### src/rtl/multicycle_ctrl.sv
// multicycle_ctrl -- multi-cycle control FSM for the yIF/yID/yEX/yDM/yWB datapath.
// Owns the PC, latches the fetched instruction, decodes its opcode and drives
// the per-phase datapath controls as Moore outputs of (state, ir).
//
// Ports
//   clk, reset          clock; synchronous active-high reset
//   start               IDLE/HALT -> FETCH, reloads pc=ENTRY, clears retired/illegal
//   ins                 instruction word from yIF for the current pc
//   zero                ALU zero flag from yEX (sampled on a branch's retire edge)
//   PCp4/branch/jTarget next-pc candidates from yIF/yID
//   pc                  PC register (feeds yIF PCin)
//   RegWrite, ALUSrc, MemRead, MemWrite, Mem2Reg, op   datapath controls
//   busy, halted        FETCH..WB / HALT indicators
//   illegal             sticky unknown-opcode flag
//   retired[15:0]       saturating retired-instruction count
module multicycle_ctrl #(
  parameter logic [31:0] ENTRY     = 32'h28,
  parameter int unsigned MAX_INSNS = 0
) (
  input  logic        clk,
  input  logic        reset,
  input  logic        start,
  input  logic [31:0] ins,
  input  logic        zero,
  input  logic [31:0] PCp4,
  input  logic [31:0] branch,
  input  logic [31:0] jTarget,
  output logic [31:0] pc,
  output logic        RegWrite,
  output logic        ALUSrc,
  output logic        MemRead,
  output logic        MemWrite,
  output logic        Mem2Reg,
  output logic [2:0]  op,
  output logic        busy,
  output logic        halted,
  output logic        illegal,
  output logic [15:0] retired
);

  typedef enum logic [2:0] {
    S_IDLE, S_FETCH, S_DECODE, S_EXEC, S_MEM, S_WB, S_HALT
  } state_t;

  localparam logic [6:0] OPC_R   = 7'h33;
  localparam logic [6:0] OPC_I   = 7'h13;
  localparam logic [6:0] OPC_LD  = 7'h03;
  localparam logic [6:0] OPC_ST  = 7'h23;
  localparam logic [6:0] OPC_BR  = 7'h63;
  localparam logic [6:0] OPC_JAL = 7'h6F;

  localparam logic [2:0] ALU_ADD = 3'b010;
  localparam logic [2:0] ALU_SUB = 3'b110;
  localparam logic [2:0] ALU_AND = 3'b000;
  localparam logic [2:0] ALU_OR  = 3'b001;
  localparam logic [2:0] ALU_SLT = 3'b111;

  state_t      state_q, state_d;
  logic [31:0] pc_q, pc_d;
  logic [31:0] ir_q, ir_d;
  logic [15:0] retired_q, retired_d;
  logic        illegal_q, illegal_d;

  // Opcode classes of the latched instruction
  logic [6:0] opcode;
  logic [2:0] funct3;
  logic       is_r, is_i, is_ld, is_st, is_br, is_jal, is_legal;
  logic       br_taken, hit_max, retire;

  assign opcode   = ir_q[6:0];
  assign funct3   = ir_q[14:12];
  assign is_r     = (opcode == OPC_R);
  assign is_i     = (opcode == OPC_I);
  assign is_ld    = (opcode == OPC_LD);
  assign is_st    = (opcode == OPC_ST);
  assign is_br    = (opcode == OPC_BR);
  assign is_jal   = (opcode == OPC_JAL);
  assign is_legal = is_r | is_i | is_ld | is_st | is_br | is_jal;

  // beq taken on zero, bne on !zero; any other funct3 falls through
  assign br_taken = is_br & (((funct3 == 3'b000) & zero) | ((funct3 == 3'b001) & ~zero));

  // Compared in 32 bits so a count that saturates can never wrap into a match
  assign hit_max = (MAX_INSNS != 0) && ((32'(retired_q) + 32'd1) == MAX_INSNS);

  // Register fields the controller never looks at
  logic unused_ir;
  assign unused_ir = ^{ir_q[31], ir_q[29:15], ir_q[11:7]};

  always_ff @(posedge clk) begin
    if (reset) begin
      state_q   <= S_IDLE;
      pc_q      <= ENTRY;
      ir_q      <= '0;
      retired_q <= '0;
      illegal_q <= 1'b0;
    end else begin
      state_q   <= state_d;
      pc_q      <= pc_d;
      ir_q      <= ir_d;
      retired_q <= retired_d;
      illegal_q <= illegal_d;
    end
  end

  // Next state
  always_comb begin
    state_d   = state_q;
    pc_d      = pc_q;
    ir_d      = ir_q;
    retired_d = retired_q;
    illegal_d = illegal_q;
    retire    = 1'b0;
    unique case (state_q)
      S_IDLE, S_HALT: begin
        if (start) begin
          state_d   = S_FETCH;
          pc_d      = ENTRY;
          retired_d = '0;
          illegal_d = 1'b0;
        end
      end
      S_FETCH: begin
        ir_d    = ins;
        state_d = S_DECODE;
      end
      S_DECODE: begin
        if (!is_legal) begin
          illegal_d = 1'b1;
          state_d   = S_HALT;
        end else begin
          state_d = S_EXEC;
        end
      end
      S_EXEC: begin
        if (is_r || is_i)       state_d = S_WB;
        else if (is_ld || is_st) state_d = S_MEM;
        else                     retire  = 1'b1;
      end
      S_MEM: begin
        if (is_ld) state_d = S_WB;
        else       retire  = 1'b1;
      end
      S_WB:    retire = 1'b1;
      default: state_d = S_IDLE;
    endcase

    // Common retire edge: pc update, count, and loop or stop
    if (retire) begin
      if (br_taken)    pc_d = branch;
      else if (is_jal) pc_d = jTarget;
      else             pc_d = PCp4;
      if (retired_q != 16'hFFFF) retired_d = retired_q + 16'd1;
      state_d = hit_max ? S_HALT : S_FETCH;
    end
  end

  // Moore controls
  logic in_alu;
  assign in_alu = (state_q == S_EXEC) || (state_q == S_MEM) || (state_q == S_WB);

  always_comb begin
    RegWrite = 1'b0;
    ALUSrc   = 1'b0;
    MemRead  = 1'b0;
    MemWrite = 1'b0;
    Mem2Reg  = 1'b0;
    op       = ALU_ADD;
    if (in_alu) begin
      ALUSrc = is_i | is_ld | is_st;
      if (is_r || is_i) begin
        unique case (funct3)
          3'b000:  op = (is_r && ir_q[30]) ? ALU_SUB : ALU_ADD;
          3'b111:  op = ALU_AND;
          3'b110:  op = ALU_OR;
          3'b010:  op = ALU_SLT;
          default: op = ALU_ADD;
        endcase
      end else if (is_br) begin
        op = ALU_SUB;
      end
    end
    if ((state_q == S_MEM || state_q == S_WB) && is_ld) begin
      MemRead = 1'b1;
      Mem2Reg = 1'b1;
    end
    if (state_q == S_MEM && is_st) MemWrite = 1'b1;
    // Only R/I-ALU/load ever reach WB
    if (state_q == S_WB) RegWrite = 1'b1;
  end

  assign pc      = pc_q;
  assign busy    = (state_q != S_IDLE) && (state_q != S_HALT);
  assign halted  = (state_q == S_HALT);
  assign illegal = illegal_q;
  assign retired = retired_q;

endmodule

### config.mk
export PLATFORM = sky130hd
export DESIGN_NAME = multicycle_ctrl
export DESIGN_NICKNAME = d
export VERILOG_FILES = /design/src/rtl/multicycle_ctrl.sv
export SDC_FILE = /design/constraint.sdc
export NUM_CORES = 1
export LEC_CHECK = 0
export ABC_AREA = 0
export BUFFER_PORTS_ARGS = -buffer_cell sky130_fd_sc_hd__buf_2
export CAP_MARGIN = 20
export CELL_PAD_IN_SITES_DETAIL_PLACEMENT = 1
export CELL_PAD_IN_SITES_GLOBAL_PLACEMENT = 2
export CORE_UTILIZATION = 25
export CTS_CLUSTER_DIAMETER = 40
export DETAILED_ROUTE_END_ITERATION = 10
export GPL_TIMING_DRIVEN = 0
export PLACE_DENSITY = 0.8
export SLEW_MARGIN = 20
export SYNTH_ARGS = -nofsm -noshare
export SYNTH_HDL_FRONTEND = slang
export SYNTH_SLANG_ARGS = --single-unit
### constraint.sdc
create_clock -name clk -period 3.15 [get_ports clk]
set_clock_uncertainty 0.2 [all_clocks]
set_input_delay 0.945 -clock clk [delete_from_list [all_inputs] [get_ports clk]]
set_output_delay 0.945 -clock clk [all_outputs]
set_load 0.02 [all_outputs]
Word-level counts from Yosys, hierarchy flattened
Index checks and enable logic that the tools add are counted.
Storage, ports and cells
  register bits after elaboration: 83
  input bits: 132
  output and inout bits: 59
  logic and storage cells: 99
Operators by class
  add/sub/neg operators: 1
  eq/ne operators: 26
  muxes and demuxes: 32
  bitwise logic cells: 13
  reduce and logical (&&, ||, !) cells: 21
Operators by type and width (number)
  32-bit 2-to-1 mux: 5
  16-bit 2-to-1 mux: 4
  3-bit 2-to-1 mux: 9
  3-bit case mux with 6 select lines: 1
  16-bit by 1-bit adder with 16-bit output (second input constant): 1
  16-bit != test (second input constant): 1
  3-bit == test (second input constant): 5
  7-bit by 6-bit == test with 1-bit output (second input constant): 2
  7-bit == test (second input constant): 2
  3-bit != test (second input constant): 4
  3-bit case mux with 4 select lines: 1
  1-bit 2-to-1 mux: 10
  3-bit by 2-bit == test with 1-bit output (second input constant): 3
  2-bit != test (second input constant): 4
  1-bit OR: 8
  4-bit AND reduction: 2
  7-bit by 2-bit == test with 1-bit output (second input constant): 1
  7-bit by 5-bit == test with 1-bit output (second input constant): 1
  3-bit by 1-bit == test with 1-bit output (second input constant): 2
  3-bit logical NOT: 2
  2-bit nonzero test: 3
  1-bit logical OR: 5
  1-bit logical AND: 4
  4-bit != test (second input constant): 1
  8 further kinds: 12

Depth between registers and ports, before layout
  depth after elaboration: 9
  gate-level depth with buffers: 8
  depth with buffers taken out: 6

Worst setup path after synthesis
No wires, ideal clock.
  kind: reg2out
  start: reg ir_q[2]
  end: out MemRead
  arrival: 1.990 ns
  data required time: 2.005 ns
  setup slack: 0.015 ns
  cell stages (with the launch flop): 6
  buffers on the path: 2
  cell sequence: dfxtp_1 or2_4 or2_2 clkbuf_1 nor4_1 buf_4
On the way
  word-level cells in the longest chain between the ends: 3
Ends and longest elaborated chain
  start, declared: RTL line 60  | logic [31:0] ir_q, ir_d;
  start signal, assigned: RTL line 100  | ir_q <= ir_d;
  7-bit by 2-bit == test with 1-bit output: RTL line 74  | assign is_ld = (opcode == OPC_LD);
  1-bit logical AND: RTL line 183  | if ((state_q == S_MEM || state_q == S_WB) && is_ld) begin
  1-bit 2-to-1 mux
  end, declared: RTL line 31  | output logic MemRead,
No other way between the ends.

Worst setup path in the final report
  start: reg ir_q[2]
  end: out ALUSrc
On the way
  word-level cells in the longest chain between the ends: 4
  elaborated cells between the ends (all ways): 6
  classes of those cells: 3 x eq/ne; 1 x mux; 2 x bitwise
Ends and longest elaborated chain
  7-bit by 5-bit == test with 1-bit output / 7-bit by 2-bit == test with 1-bit output (equally long branches): RTL line 73, 74
  1-bit OR: RTL line 170  | ALUSrc = is_i | is_ld | is_st;
  1-bit OR *: RTL line 170
  1-bit 2-to-1 mux *: RTL line 169  | if (in_alu) begin
  end, declared: RTL line 30  | output logic ALUSrc,
Every way passes the cells marked *; elsewhere a longest branch is shown, timed or not.

==> metrics.yaml <==
ios: 191
crit_path_cell_trace: "or2_4 -> or2_2 -> a211oi_1 -> buf_2"
grt_util_all_layers_pct: 16.30
cts_sinks: 63
syn_area_per_cell_um2: 9.505
grt_pass1_wl_mm: 18.08
ys.flop_type: "dfxtp_1"
r2r_cells: 6
drt-initial-drc-count: 128
layout.cells.non_filler: 722
antenna_found_initial: 0
yosys_warnings: 0
grt_overflow: 0
detail-route-antenna-nets: 0
status: "complete, no violations"
p_leak_nw: 2.335
required_ns: 2.00
hold_path.class: "flip-flop to flip-flop"
dpl-instance-area_mm2: 0.004502
synth_seq_area_share_pct: 36.65
timing.fmax_mhz: 329.5
final_cell_mix: "buf_2 (175), dfxtp_1 (63), nand2_1 (38), mux2_2 (32), mux2i_1 (32)"
hold_depth: 1
setup_violations: 0
setup_slack_ns: 0.1154
clock_latency_ns: 0.34
whs_ns: 0.2579
drv_cap: 0
syn_inst: 362
portBuffers: 168
p_total_mw: 3.152
hold_viol: 0
drv_slew: 0
syn2layout_area_growth_pct: 40.84
grt_max_degree: 12
setup_tns_ns: 0
max_slew.worst_pin.slew_ns: 0.8827
nets: 674
viasPerCell: 4.881
synth_area_leaders: "dfxtp_1 (37%), mux2_2 (10%), mux2i_1 (9.3%)"
synth_area_mm2: 0.003441
fillers: 1598
drive_above_1_share_pct: 44.51
crit_arrival_ns: 1.89
diodes: 0
stdcell_area_mm2: 0.004846
ff_latch_area_mm2: 0.001261
die-area_mm2: 0.01424
wirelength_mm: 11.60
synth_cell_types: 56
endpoint_kind: "output port"
dp_slack_ns: 0.2043
synth_edf_count: 0
layout_commonest_cell: "buf_2"
firstDrtPassIters: 4
cts.htree.levels: 3
cts_tree: "built"
multi_input_area_mm2: 0.002021
cp_max_fo: 6
rows: 42
min_period_ns: 3.035
crit_path_top_delay_cell: "or2_2"
hold_buffers: 0
syn_nets: 495
ir_drop_mv: 0.2834
dp_cells: 706
slew_headroom_pct: 40.70
wl_per_cell_um: 16.07
grt_setup_unrepaired: "false"
power_density_mw_per_mm2: 650.5
yosysTopAreaCellShare_pct: 36.65
async_flop_share_pct: 0
dp_hpwl_mm: 9.216
cts_inserted_buffers: 9
clockBufferDepth: 2
start_kind: "flip-flop"
postLayoutCoreUtil_pct: 36.30
place.gp.congestion: 0.7806
die_x_um: 119.3
ys_ff_latch: 63
critPathMaxStageDelay_ns: 0.37
fin_crit_sh_pct: 96.34
synth_top_area_cell: "dfxtp_1"
grt_pass1_vias: 3634
dieHeight_um: 119.3
clkTransAtPathRegs_ns: 0.05
clockRootBuffer: "clkbuf_16"
start_util_pct: 25.78
reg2reg_slack_ns: 0.26
drcViolationCount: 0
coreArea_mm2: 0.01335
vias: 3524
crit_type: "flip-flop to output port"
==> logic make-up (layout without fill, tap and decap cells) <==
group           count (synthesis)  in the layout  synth area share (%)
buf+inv                        27            211                 5.054
simple gates                  112            112                 16.69
mux                            64             64                 19.78
compound gates                 91             91                 20.44
fa+ha+maj                       1              1                0.3636
flops                          63             63                 36.65
xor+xnor                        4              4                 1.018
==> synthesized netlist by cell type (2+ instances only) <==
library cell,number
a31oi_1,2
buf_2,7
nor3_1,9
o2bb2ai_1,31
or3_1,3
and3_1,8
nand3_1,9
dfxtp_1,63
nor4_1,4
nand2_1,38
nand4_1,5
or4_1,3
xnor2_1,3
a21o_1,6
o31ai_1,2
o21ai_0,4
o32ai_1,5
buf_12,3
inv_1,2
a21oi_1,25
a211o_1,2
mux2_2,32
buf_4,2
nand2b_1,4
nor2_1,16
mux2i_1,32
a22o_1,3
clkbuf_1,11
==> state kept, by name, summed over array words and instances, names as in the netlist <==
signal,cells
retired,16
ir_q,11
pc,32
state_q,3
illegal,1
==> area by class of cell <==
cell class	instances	share of cell area (%)
Multi-Input combinational cell	272	41.70
Sequential cell	63	26.03
Timing Repair Buffer	169	17.51
Clock buffer	11	5.009
Tap cell	176	4.544
Buffer	24	3.382
Clock inverter	5	1.678
Inverter	2	0.1549
==> layer usage <==
layer  global-route usage, %  part of all wire (%)
met3                   3.640                   6.9
met2                   28.85                    48
met5                       0                     0
met4                   7.813                   2.5
met1                   18.41                    42
==> report_power, final <==
group / switching [mW] / internal [mW] / total [mW]
clock: 0.357 / 0.713 / 1.07
combinational: 0.676 / 0.366 / 1.04
sequential: 0.0967 / 0.943 / 1.04
==> timing repair <==
action	4_1_cts	5_1_grt
resized for setup	2	3
buffers inserted	1	0
hold endpoints to repair	0	0
endpoints found under the setup margin	5	3
pin swaps	1	0
==> worst max-delay path, delay by kind of cell, from the launching register on <==
| family | cells | cell delay [ns] |
|---|---|---|
| AND/OR/NAND/NOR | 2 | 0.66 |
| buffers and inverters | 1 | 0.23 |
| flip-flops | 1 | 0.32 |
| AO/OA/AOI/OAI | 1 | 0.34 |
==> path summary, 6_finish.rpt <==
kind                        start                   to
max reg2reg  ir_q[5]$_SDFFE_PP0P_   pc[3]$_SDFFE_PP1P_
min reg2reg   pc[21]$_SDFFE_PP0P_  pc[21]$_SDFFE_PP0P_
min           pc[21]$_SDFFE_PP0P_  pc[21]$_SDFFE_PP0P_
max          ir_q[2]$_SDFFE_PP0P_               ALUSrc
No activity file was read; power rests on OpenSTA's default activity.
